### config.mk
export PLATFORM = sky130hd
export DESIGN_NAME = data_mem_arbiter_flat
export DESIGN_NICKNAME = d
export VERILOG_FILES = /design/src/rtl/data_mem_arbiter_if.sv /design/src/rtl/data_mem_arbiter.sv /design/src/flat_wrapper.sv
export SDC_FILE = /design/constraint.sdc
export NUM_CORES = 1
export LEC_CHECK = 0
export BUFFER_PORTS_ARGS = -buffer_cell sky130_fd_sc_hd__clkbuf_2
export CORE_AREA = 4 4 186 188
export DETAILED_ROUTE_END_ITERATION = 16
export DIE_AREA = 0 0 190 192
export SYNTH_ARGS = -nofsm -noshare
export SYNTH_HDL_FRONTEND = slang
export SYNTH_SLANG_ARGS = --single-unit
### constraint.sdc
create_clock -name clk -period 10.29 [get_ports clk]
set_input_delay 2.058 -clock clk [delete_from_list [all_inputs] [get_ports clk]]
set_output_delay 2.058 -clock clk [all_outputs]
set_load 0.01 [all_outputs]
### src/rtl/data_mem_arbiter_if.sv
// Request/response lanes of NCH cores plus the shared registered data-memory port.
// The arbiter takes the slave side; requesters and memory together form the master side.
interface data_mem_arbiter_if #(
  parameter int NCH = 5,
  parameter int AW  = 32,
  parameter int DW  = 32
);
  logic [NCH-1:0]    req_valid;
  logic [NCH*AW-1:0] req_addr;
  logic [NCH*DW-1:0] req_din;
  logic [NCH*4-1:0]  req_we;
  logic [NCH-1:0]    req_ready;
  logic [NCH-1:0]    rsp_valid;
  logic [DW-1:0]     rsp_dout;
  logic              mem_en;
  logic [AW-1:0]     mem_addr;
  logic [DW-1:0]     mem_din;
  logic [3:0]        mem_we;
  logic [DW-1:0]     mem_dout;

  modport slave (
    input  req_valid, req_addr, req_din, req_we, mem_dout,
    output req_ready, rsp_valid, rsp_dout, mem_en, mem_addr, mem_din, mem_we
  );

  modport master (
    output req_valid, req_addr, req_din, req_we, mem_dout,
    input  req_ready, rsp_valid, rsp_dout, mem_en, mem_addr, mem_din, mem_we
  );
endinterface

### src/rtl/data_mem_arbiter.sv
// Round-robin arbiter of NCH cores onto one registered memory port (grant -> mem_en +1, read rsp +RD_LAT+1);
// a core with a read in flight is held off until its response cycle. Optional DMEM_MAIN_PRIORITY_EN: core 0 always wins.
module data_mem_arbiter #(
  parameter int NCH    = 5,
  parameter int AW     = 32,
  parameter int DW     = 32,
  parameter int RD_LAT = 2
) (
  input logic               clk,
  input logic               rst,
  data_mem_arbiter_if.slave bus
);
  localparam int PW = $clog2(NCH);

  logic [PW-1:0]     ptr_q, ptr_d;
  logic [NCH-1:0]    pending_q, pending_d;
  logic              mem_en_q, mem_rd_q;
  logic [PW-1:0]     mem_id_q;
  logic [AW-1:0]     mem_addr_q;
  logic [DW-1:0]     mem_din_q;
  logic [3:0]        mem_we_q;
  logic [RD_LAT-1:0] pipe_vld_q, pipe_vld_d;
  logic [PW-1:0]     pipe_id_q [RD_LAT];
  logic [PW-1:0]     pipe_id_d [RD_LAT];

  logic [NCH-1:0] eligible, rsp_vld, gnt_oh;
  logic           gnt_found, gnt_rd;
  logic [PW-1:0]  gnt_idx;
  logic [AW-1:0]  gnt_addr;
  logic [DW-1:0]  gnt_din;
  logic [3:0]     gnt_we;

  always_comb begin
    rsp_vld = '0;
    for (int i = 0; i < NCH; i++) begin
      if (pipe_vld_q[RD_LAT-1] && pipe_id_q[RD_LAT-1] == PW'(i)) rsp_vld[i] = 1'b1;
    end
  end

  // The response cycle itself frees the channel, so a waiting core is regranted back-to-back.
  assign eligible = bus.req_valid & (~pending_q | rsp_vld);

  always_comb begin : arb_c
    int           cand;
    logic [PW-1:0] cand_idx;
    cand      = 0;
    cand_idx  = '0;
    gnt_found = 1'b0;
    gnt_idx   = '0;
`ifdef DMEM_MAIN_PRIORITY_EN
    if (eligible[0]) gnt_found = 1'b1;
`endif
    for (int k = 0; k < NCH; k++) begin
      cand = int'(ptr_q) + k;
      if (cand >= NCH) cand = cand - NCH;
      cand_idx = PW'(cand);
`ifdef DMEM_MAIN_PRIORITY_EN
      if (!gnt_found && cand_idx != '0 && eligible[cand_idx]) begin
`else
      if (!gnt_found && eligible[cand_idx]) begin
`endif
        gnt_found = 1'b1;
        gnt_idx   = cand_idx;
      end
    end
  end

  always_comb begin
    ptr_d = ptr_q;
`ifdef DMEM_MAIN_PRIORITY_EN
    if (gnt_found && gnt_idx != '0) begin
`else
    if (gnt_found) begin
`endif
      ptr_d = (gnt_idx == PW'(NCH-1)) ? '0 : gnt_idx + 1'b1;
    end
  end

  always_comb begin
    gnt_oh   = '0;
    gnt_addr = '0;
    gnt_din  = '0;
    gnt_we   = '0;
    for (int i = 0; i < NCH; i++) begin
      if (gnt_idx == PW'(i)) begin
        gnt_oh[i] = gnt_found && !rst;
        gnt_addr  = bus.req_addr[i*AW +: AW];
        gnt_din   = bus.req_din[i*DW +: DW];
        gnt_we    = bus.req_we[i*4 +: 4];
      end
    end
  end

  assign gnt_rd    = (gnt_we == 4'b0000);
  assign pending_d = (pending_q & ~rsp_vld) | (gnt_rd ? gnt_oh : '0);

  // Reads enter the id pipe in their mem_en cycle, so the last stage lines up with mem_dout.
  always_comb begin
    pipe_vld_d[0] = mem_rd_q;
    pipe_id_d[0]  = mem_id_q;
    for (int s = 1; s < RD_LAT; s++) begin
      pipe_vld_d[s] = pipe_vld_q[s-1];
      pipe_id_d[s]  = pipe_id_q[s-1];
    end
  end

  always_ff @(posedge clk or posedge rst) begin
    if (rst) begin
      ptr_q      <= '0;
      pending_q  <= '0;
      mem_en_q   <= 1'b0;
      mem_rd_q   <= 1'b0;
      mem_id_q   <= '0;
      mem_addr_q <= '0;
      mem_din_q  <= '0;
      mem_we_q   <= '0;
      pipe_vld_q <= '0;
      for (int s = 0; s < RD_LAT; s++) pipe_id_q[s] <= '0;
    end else begin
      ptr_q      <= ptr_d;
      pending_q  <= pending_d;
      mem_en_q   <= gnt_found;
      mem_rd_q   <= gnt_found && gnt_rd;
      mem_we_q   <= gnt_found ? gnt_we : 4'b0000;
      pipe_vld_q <= pipe_vld_d;
      pipe_id_q  <= pipe_id_d;
      if (gnt_found) begin
        mem_id_q   <= gnt_idx;
        mem_addr_q <= gnt_addr;
        mem_din_q  <= gnt_din;
      end
    end
  end

  assign bus.req_ready = gnt_oh;
  assign bus.rsp_valid = rsp_vld;
  assign bus.rsp_dout  = (|rsp_vld) ? bus.mem_dout : '0;
  assign bus.mem_en    = mem_en_q;
  assign bus.mem_addr  = mem_addr_q;
  assign bus.mem_din   = mem_din_q;
  assign bus.mem_we    = mem_we_q;
endmodule

### src/flat_wrapper.sv
// flat-port wrapper written by rule: the top's interface ports become plain ports
module data_mem_arbiter_flat 
#(
  parameter int NCH    = 5,
  parameter int AW     = 32,
  parameter int DW     = 32,
  parameter int RD_LAT = 2
)
  (clk, rst, bus_req_valid, bus_req_addr, bus_req_din, bus_req_we, bus_mem_dout, bus_req_ready, bus_rsp_valid, bus_rsp_dout, bus_mem_en, bus_mem_addr, bus_mem_din, bus_mem_we);
  data_mem_arbiter_if #(.NCH(NCH), .AW(AW), .DW(DW)) bus_i ();
  input logic clk;
  input logic rst;
  input wire logic [$bits(bus_i.req_valid)-1:0] bus_req_valid;
  input wire logic [$bits(bus_i.req_addr)-1:0] bus_req_addr;
  input wire logic [$bits(bus_i.req_din)-1:0] bus_req_din;
  input wire logic [$bits(bus_i.req_we)-1:0] bus_req_we;
  input wire logic [$bits(bus_i.mem_dout)-1:0] bus_mem_dout;
  output wire logic [$bits(bus_i.req_ready)-1:0] bus_req_ready;
  output wire logic [$bits(bus_i.rsp_valid)-1:0] bus_rsp_valid;
  output wire logic [$bits(bus_i.rsp_dout)-1:0] bus_rsp_dout;
  output wire logic [$bits(bus_i.mem_en)-1:0] bus_mem_en;
  output wire logic [$bits(bus_i.mem_addr)-1:0] bus_mem_addr;
  output wire logic [$bits(bus_i.mem_din)-1:0] bus_mem_din;
  output wire logic [$bits(bus_i.mem_we)-1:0] bus_mem_we;
  assign bus_i.req_valid = bus_req_valid;
  assign bus_i.req_addr = bus_req_addr;
  assign bus_i.req_din = bus_req_din;
  assign bus_i.req_we = bus_req_we;
  assign bus_i.mem_dout = bus_mem_dout;
  assign bus_req_ready = bus_i.req_ready;
  assign bus_rsp_valid = bus_i.rsp_valid;
  assign bus_rsp_dout = bus_i.rsp_dout;
  assign bus_mem_en = bus_i.mem_en;
  assign bus_mem_addr = bus_i.mem_addr;
  assign bus_mem_din = bus_i.mem_din;
  assign bus_mem_we = bus_i.mem_we;
  data_mem_arbiter #(.NCH(NCH), .AW(AW), .DW(DW), .RD_LAT(RD_LAT)) u_core (.clk(clk), .rst(rst), .bus(bus_i));
endmodule
# ---- Word-level counts from Yosys, hierarchy flattened
# Index checks and enable logic that the tools add are counted.
# W data, S select, Z words.
dict set report totals {
  reg_bits 89
  latch_bits 0
  mem_bits_rw 0
  mem_bits_ro 0
  inputBits 379
  output_inout_bits 111
  mem_count 0
}
dict set report op_classes {
  addsub 10
  multipliers 0
  n_div 0
  magnitude_cmp 10
  eq_ne 8
  shift 0
  n_mux 54
  bitwise 6
  reduce_logical 20
}
# op count
set ops {}
lappend ops {{$mux W32} 11}
lappend ops {{$mux W3} 11}
lappend ops {{$mux W4} 6}
lappend ops {{$lt A3 B4 Y1 const B} 5}
lappend ops {{$mux W1} 20}
lappend ops {{$ge A4 B3 Y1 const B} 4}
lappend ops {{$bmux W1 S3} 5}
lappend ops {{$sub A3 B3 Y3 const B} 5}
lappend ops {{$eq A3 B2 Y1 const B} 4}
lappend ops {{$logic_and A1 B1 Y1} 11}
lappend ops {{$and A5 B5 Y5} 2}
lappend ops {{$not A5 Y5} 2}
lappend ops {{$or A5 B5 Y5} 2}
lappend ops {{$add A3 B2 Y4 const B} 2}
lappend ops {{$eq A3 B1 Y1 const B} 2}
lappend ops {{$eq A3 B3 Y1 const B} 2}
lappend ops {{$logic_not A3 Y1} 2}
lappend ops {{$logic_not A1 Y1} 5}
lappend ops {{$mux W5} 1}
lappend ops {{$reduce_or A5 Y1} 1}
lappend ops {{$add A3 B1 Y4 const B} 1}
lappend ops {{$add A3 B3 Y4 const B} 1}
lappend ops {{$logic_not A4 Y1} 1}
lappend ops {{$add A3 B1 Y3 const B} 1}
lappend ops {{$ge A3 B3 Y1 const B} 1}

# ---- Depth between registers and ports, before layout
dict set report depth {
  word_depth 29
  ltp_mapped 24
  ltp_nobuf 22
}

# ---- Worst setup path before layout
# No wires, ideal clock.
dict set report synth_timing {
  path_kind {input to output}
  from {input port bus_req_valid[1]}
  to {output port bus_req_ready[1]}
  t_arrival_ns 5.008
  required_ns 8.232
  setup_slack_ns 3.224
  cell_stages 13
  n_path_buf 3
  cell_sequence {nand2_1 > a21oi_1 > o2111ai_1 > nand4_1 > or3_4 > or3_1 > o21ai_0 > ha_1 > clkbuf_1 > clkbuf_1 > clkbuf_1 > inv_1 > nor2_1}
}
dict set report synth_between {
  elab_chain_cells 18
  elab_cells_between_ends 32
  classes_between {eq/ne (1); mux (21); bitwise (1); reduce/logical (9)}
}
# item line
set synth_rtl {}
lappend synth_rtl {{start: declaration} flat_wrapper.sv:13} ;# input wire logic [$bits(bus_i.req_valid)-1:0] bus_req_valid;
lappend synth_rtl {{$and A5 B5 Y5 (*)} data_mem_arbiter.sv:41} ;# assign eligible = bus.req_valid & (~pending_q | rsp_vld);
lappend synth_rtl {{$bmux W1 S3} data_mem_arbiter.sv:60} ;# if (!gnt_found && eligible[cand_idx]) begin
lappend synth_rtl {{$mux W1 (implied by the code)} data_mem_arbiter.sv:60}
lappend synth_rtl {{$mux W1} data_mem_arbiter.sv:60}
lappend synth_rtl {{$logic_not A1 Y1} data_mem_arbiter.sv:60}
lappend synth_rtl {{$logic_and A1 B1 Y1} data_mem_arbiter.sv:60}
lappend synth_rtl {{$mux W1} data_mem_arbiter.sv:60}
lappend synth_rtl {{$logic_not A1 Y1} data_mem_arbiter.sv:60}
lappend synth_rtl {{[... 3 more ...]} n/a}
lappend synth_rtl {{$logic_and A1 B1 Y1} data_mem_arbiter.sv:60}
lappend synth_rtl {{$mux W1} data_mem_arbiter.sv:60}
lappend synth_rtl {{$logic_not A1 Y1} data_mem_arbiter.sv:60}
lappend synth_rtl {{$logic_and A1 B1 Y1} data_mem_arbiter.sv:60}
lappend synth_rtl {{$mux W3 (*)} data_mem_arbiter.sv:60}
lappend synth_rtl {{net u_core.gnt_idx[0]} data_mem_arbiter.sv:28} ;# logic [PW-1:0] gnt_idx;
lappend synth_rtl {{$eq A3 B1 Y1 (*)} data_mem_arbiter.sv:85} ;# if (gnt_idx == PW'(i)) begin
lappend synth_rtl {{$mux W1 (*)} data_mem_arbiter.sv:85}
lappend synth_rtl {{end: declaration} flat_wrapper.sv:18} ;# output wire logic [$bits(bus_i.req_ready)-1:0] bus_req_ready;
# Mark *: on every way through the listed nets, which the timed path passes. The rest lies on a longest branch. The select of a mux whose other input is x is not followed.

# ---- Final worst setup path
dict set report layout_timing {
  from {register u_core.ptr_q[0]}
  to {output port bus_req_ready[4]}
}
dict set report layout_between {
  elab_chain_cells 19
  elab_cells_between_ends 50
  classes_between {add/sub (9); order compare (5); eq/ne (1); mux (26); reduce/logical (9)}
}
# item line
set layout_rtl {}
lappend layout_rtl {{start: declaration} data_mem_arbiter.sv:15} ;# logic [PW-1:0] ptr_q, ptr_d;
lappend layout_rtl {{start signal: assignment} data_mem_arbiter.sv:120} ;# ptr_q <= ptr_d;
lappend layout_rtl {{branches (longest 16 deep; another with $add A3 B1 Y4)} n/a}
lappend layout_rtl {{$mux W3 (*)} data_mem_arbiter.sv:60}
lappend layout_rtl {{net u_core.gnt_idx[0]} data_mem_arbiter.sv:28}
lappend layout_rtl {{$eq A3 B3 Y1 (*)} data_mem_arbiter.sv:85}
lappend layout_rtl {{$mux W1 (*)} data_mem_arbiter.sv:85}
# Mark *: on every way through the listed nets, which the timed path passes. The select of a mux whose other input is x is not followed.

==> results.cfg <==
[timing]
finalHoldViolCount = 0
tightest_slew_ns = 0.931
hold_ws_ns = 0.351
setup_viol = 0
period_needed_ns = 8.17
setup_tns_ns = 0
clock_skew_ns = 0.0104
finalCritPeriodShare_pct = 79.4
rsz0062_at_grt = no
slew-limit-headroom_pct = 37.9
clock.fmax_mhz = 122
slew_violations = 0

[global_routing]
antenna_found_initial = 3
grt_pass1_vias = 8336
grt_max_degree = 88
overflow = 0
track_usage_pct = 17.1
grt_pass1_wl_um = 48800

[logic_synthesis]
yosys.area.top_type_share_pct = 32.8
syn_inst = 903
dominantRegCellSynth = dfrtp_1
synthArstFlopShare_pct = 100
ys_seq_area_share_pct = 32.8
synth_edf_count = 0
synth.distinct_cells = 68
yosys_register_bits = 89
synthTopCellsByCount = nand2_1 (154), a22oi_1 (132), dfrtp_1 (89)
synthTopCellsByArea = dfrtp_1 (33%), a22oi_1 (15%), nand2_1 (8.5%)
ys.warnings.count = 0
syn_avg_cell_area_um2 = 7.53
netlist_area_um2 = 6800
yosys.area.top_type = dfrtp_1
synth_nets = 1296
yosysMostFrequentCell = nand2_1

[critical_path]
worst-setup-path-type = flop to primary output
startpoint_type = flop
crit_path_end_kind = primary output
cp_top_family = simple AND/OR/NAND/NOR gates
critPathBufInv = 6
required_ns = 8.23
cp_cell_sequence = inv_1, ha_1, ha_1, inv_1, o2111ai_1, nand4_1, or3_4, or3_1, o21ai_0, inv_1, ha_1, nand2b_1, nor3_4, buf_4, nand2_1, inv_1, clkbuf_2
slowest_stage = dfrtp_1
cp_common_cell = inv_1
max_stage_delay_ns = 0.85
timing.rr.start = u_core.ptr_q[0]
worstPathArrival_ns = 6.11
cp_max_fo = 69
startpoint = u_core.ptr_q[0]

[route]
drt_first_iter_violations = 571
wl_per_cell_um = 18.8
drc_errors = 0
wl_um = 33600
top_layer_used = met5
dr.pass1.iters = 5
met2WireLength_um = 16900
num_vias = 8715
drtAntennaViolNets = 0
drt-vias-per-instance = 4.88
route.met3.wl_um = 3020
met1Wirelength_um = 13100

[layout]
syn2layout_area_growth_pct = 46.1
antenna_cells = 0
multi_input_area_um2 = 4220
final_layout_size_suffix_gt1_share_pct = 39.9
seq_area_um2 = 2230
finalInstanceArea_um2 = 9940
finalNetCount = 1725
fillers = 3668

[clocking]
root_buffer = clkbuf_16
post-cts-setup-buffer-count = 0
cts_num_sinks = 89
path_clk_slew_ns = 0.07
cts_tree = done
holdBufCountCts = 0
cts_buffers = 9
clock_path_buffers = 2
clkLatencyLatePin_ns = 0.36
cts.repair.resized = 0
htree_levels = 3

[floorplan]
initial_core_util_pct = 20.5
num_rows = 67
die_h_um = 192
die_x_um = 190
pin_count = 490
fp.dieArea_um2 = 36500
core-area_um2 = 33100

[placement]
gp_congestion = 0.899
dp_hpwl_um = 26200
place_area_um2 = 9630
portBuffers = 489

[run]
maxCapViolCount = 0

[min_path]
hp-class = flop to flop
hp-start = u_core.pipe_vld_q[0]

[status]
outcome = finished clean
-- stage by stage --
| stage | utilization [%] | cells | setup WS (ns) |
|---|---|---|---|
| CTS | 30.0 | 1785 | 2.18 |
| detailed placement | 29.1 | 1769 | 2.48 |
| global placement | 29.1 | 1769 | 2.57 |
| finish | 30.0 | 1785 | 2.12 |
| global route | 30.0 | 1785 | 1.73 |
| floorplan | - | 903 | 3.22 |
-- worst paths after layout --
check	to	cells past startpoint	slack, ns
max	bus_req_ready[4]	17	2.12
min	u_core.pipe_vld_q[1]	0	0.35
max reg2reg	u_core.pending_q[0]	18	3.14
min reg2reg	u_core.pipe_vld_q[1]	0	0.35
max in group asynchronous	u_core.bus.mem_din[3]	3	7.40
min in group asynchronous	u_core.bus.mem_we[0]	2	1.75
-- flip-flops by register name, summed over array words and instances, names as in the netlist --
name	cells
u_core.bus.mem_we	4
u_core.bus.mem_addr	32
u_core.mem_rd_q	1
u_core.pending_q	5
u_core.bus.mem_en	1
u_core.pipe_id_q	3
u_core.mem_id_q	3
u_core.ptr_q	3
u_core.bus.mem_din	32
u_core.pipe_vld_q	2
u_core.pipe_id_d	3
-- cell families after synthesis --
kind of cell / count (synthesis) / synth area share (%)
flops: 89 / 32.8
xor+xnor: 2 / 0.258
simple gates: 329 / 21.9
compound gates: 357 / 35.7
mux: 5 / 0.736
fa+ha+maj: 14 / 2.69
buf+inv: 107 / 6.02
-- final cells by class --
type | instances | share of cell area, %
Clock buffer | 11 | 2.44
Clock inverter | 5 | 0.655
Inverter | 27 | 1.07
Multi-Input combinational cell | 707 | 42.5
Sequential cell | 89 | 22.4
Tap cell | 448 | 5.64
Timing Repair Buffer | 498 | 25.3
-- placed cells by master, fill, tap and decap left out, types with 6 or more instances in the layout --
master / instances
and3_1: 32
a21oi_1: 20
clkbuf_16: 9
inv_1: 24
nor3_1: 11
nand2_1: 154
nor2_1: 87
ha_1: 11
a31oi_1: 69
nand3_1: 6
o21ai_0: 77
clkbuf_2: 489
nand2b_1: 9
buf_4: 9
a22oi_1: 132
dfrtp_1: 89
-- layer usage --
metal  vias up  GRT usage [%]
li1       4198              -
met2       403           30.1
met3        40           5.02
met1      4068           20.6
met4         6           4.37
met5         -              0
Power is left out: the tool's default activity adds up to more than one toggle a clock period on the data nets, which glitch-free logic cannot reach.
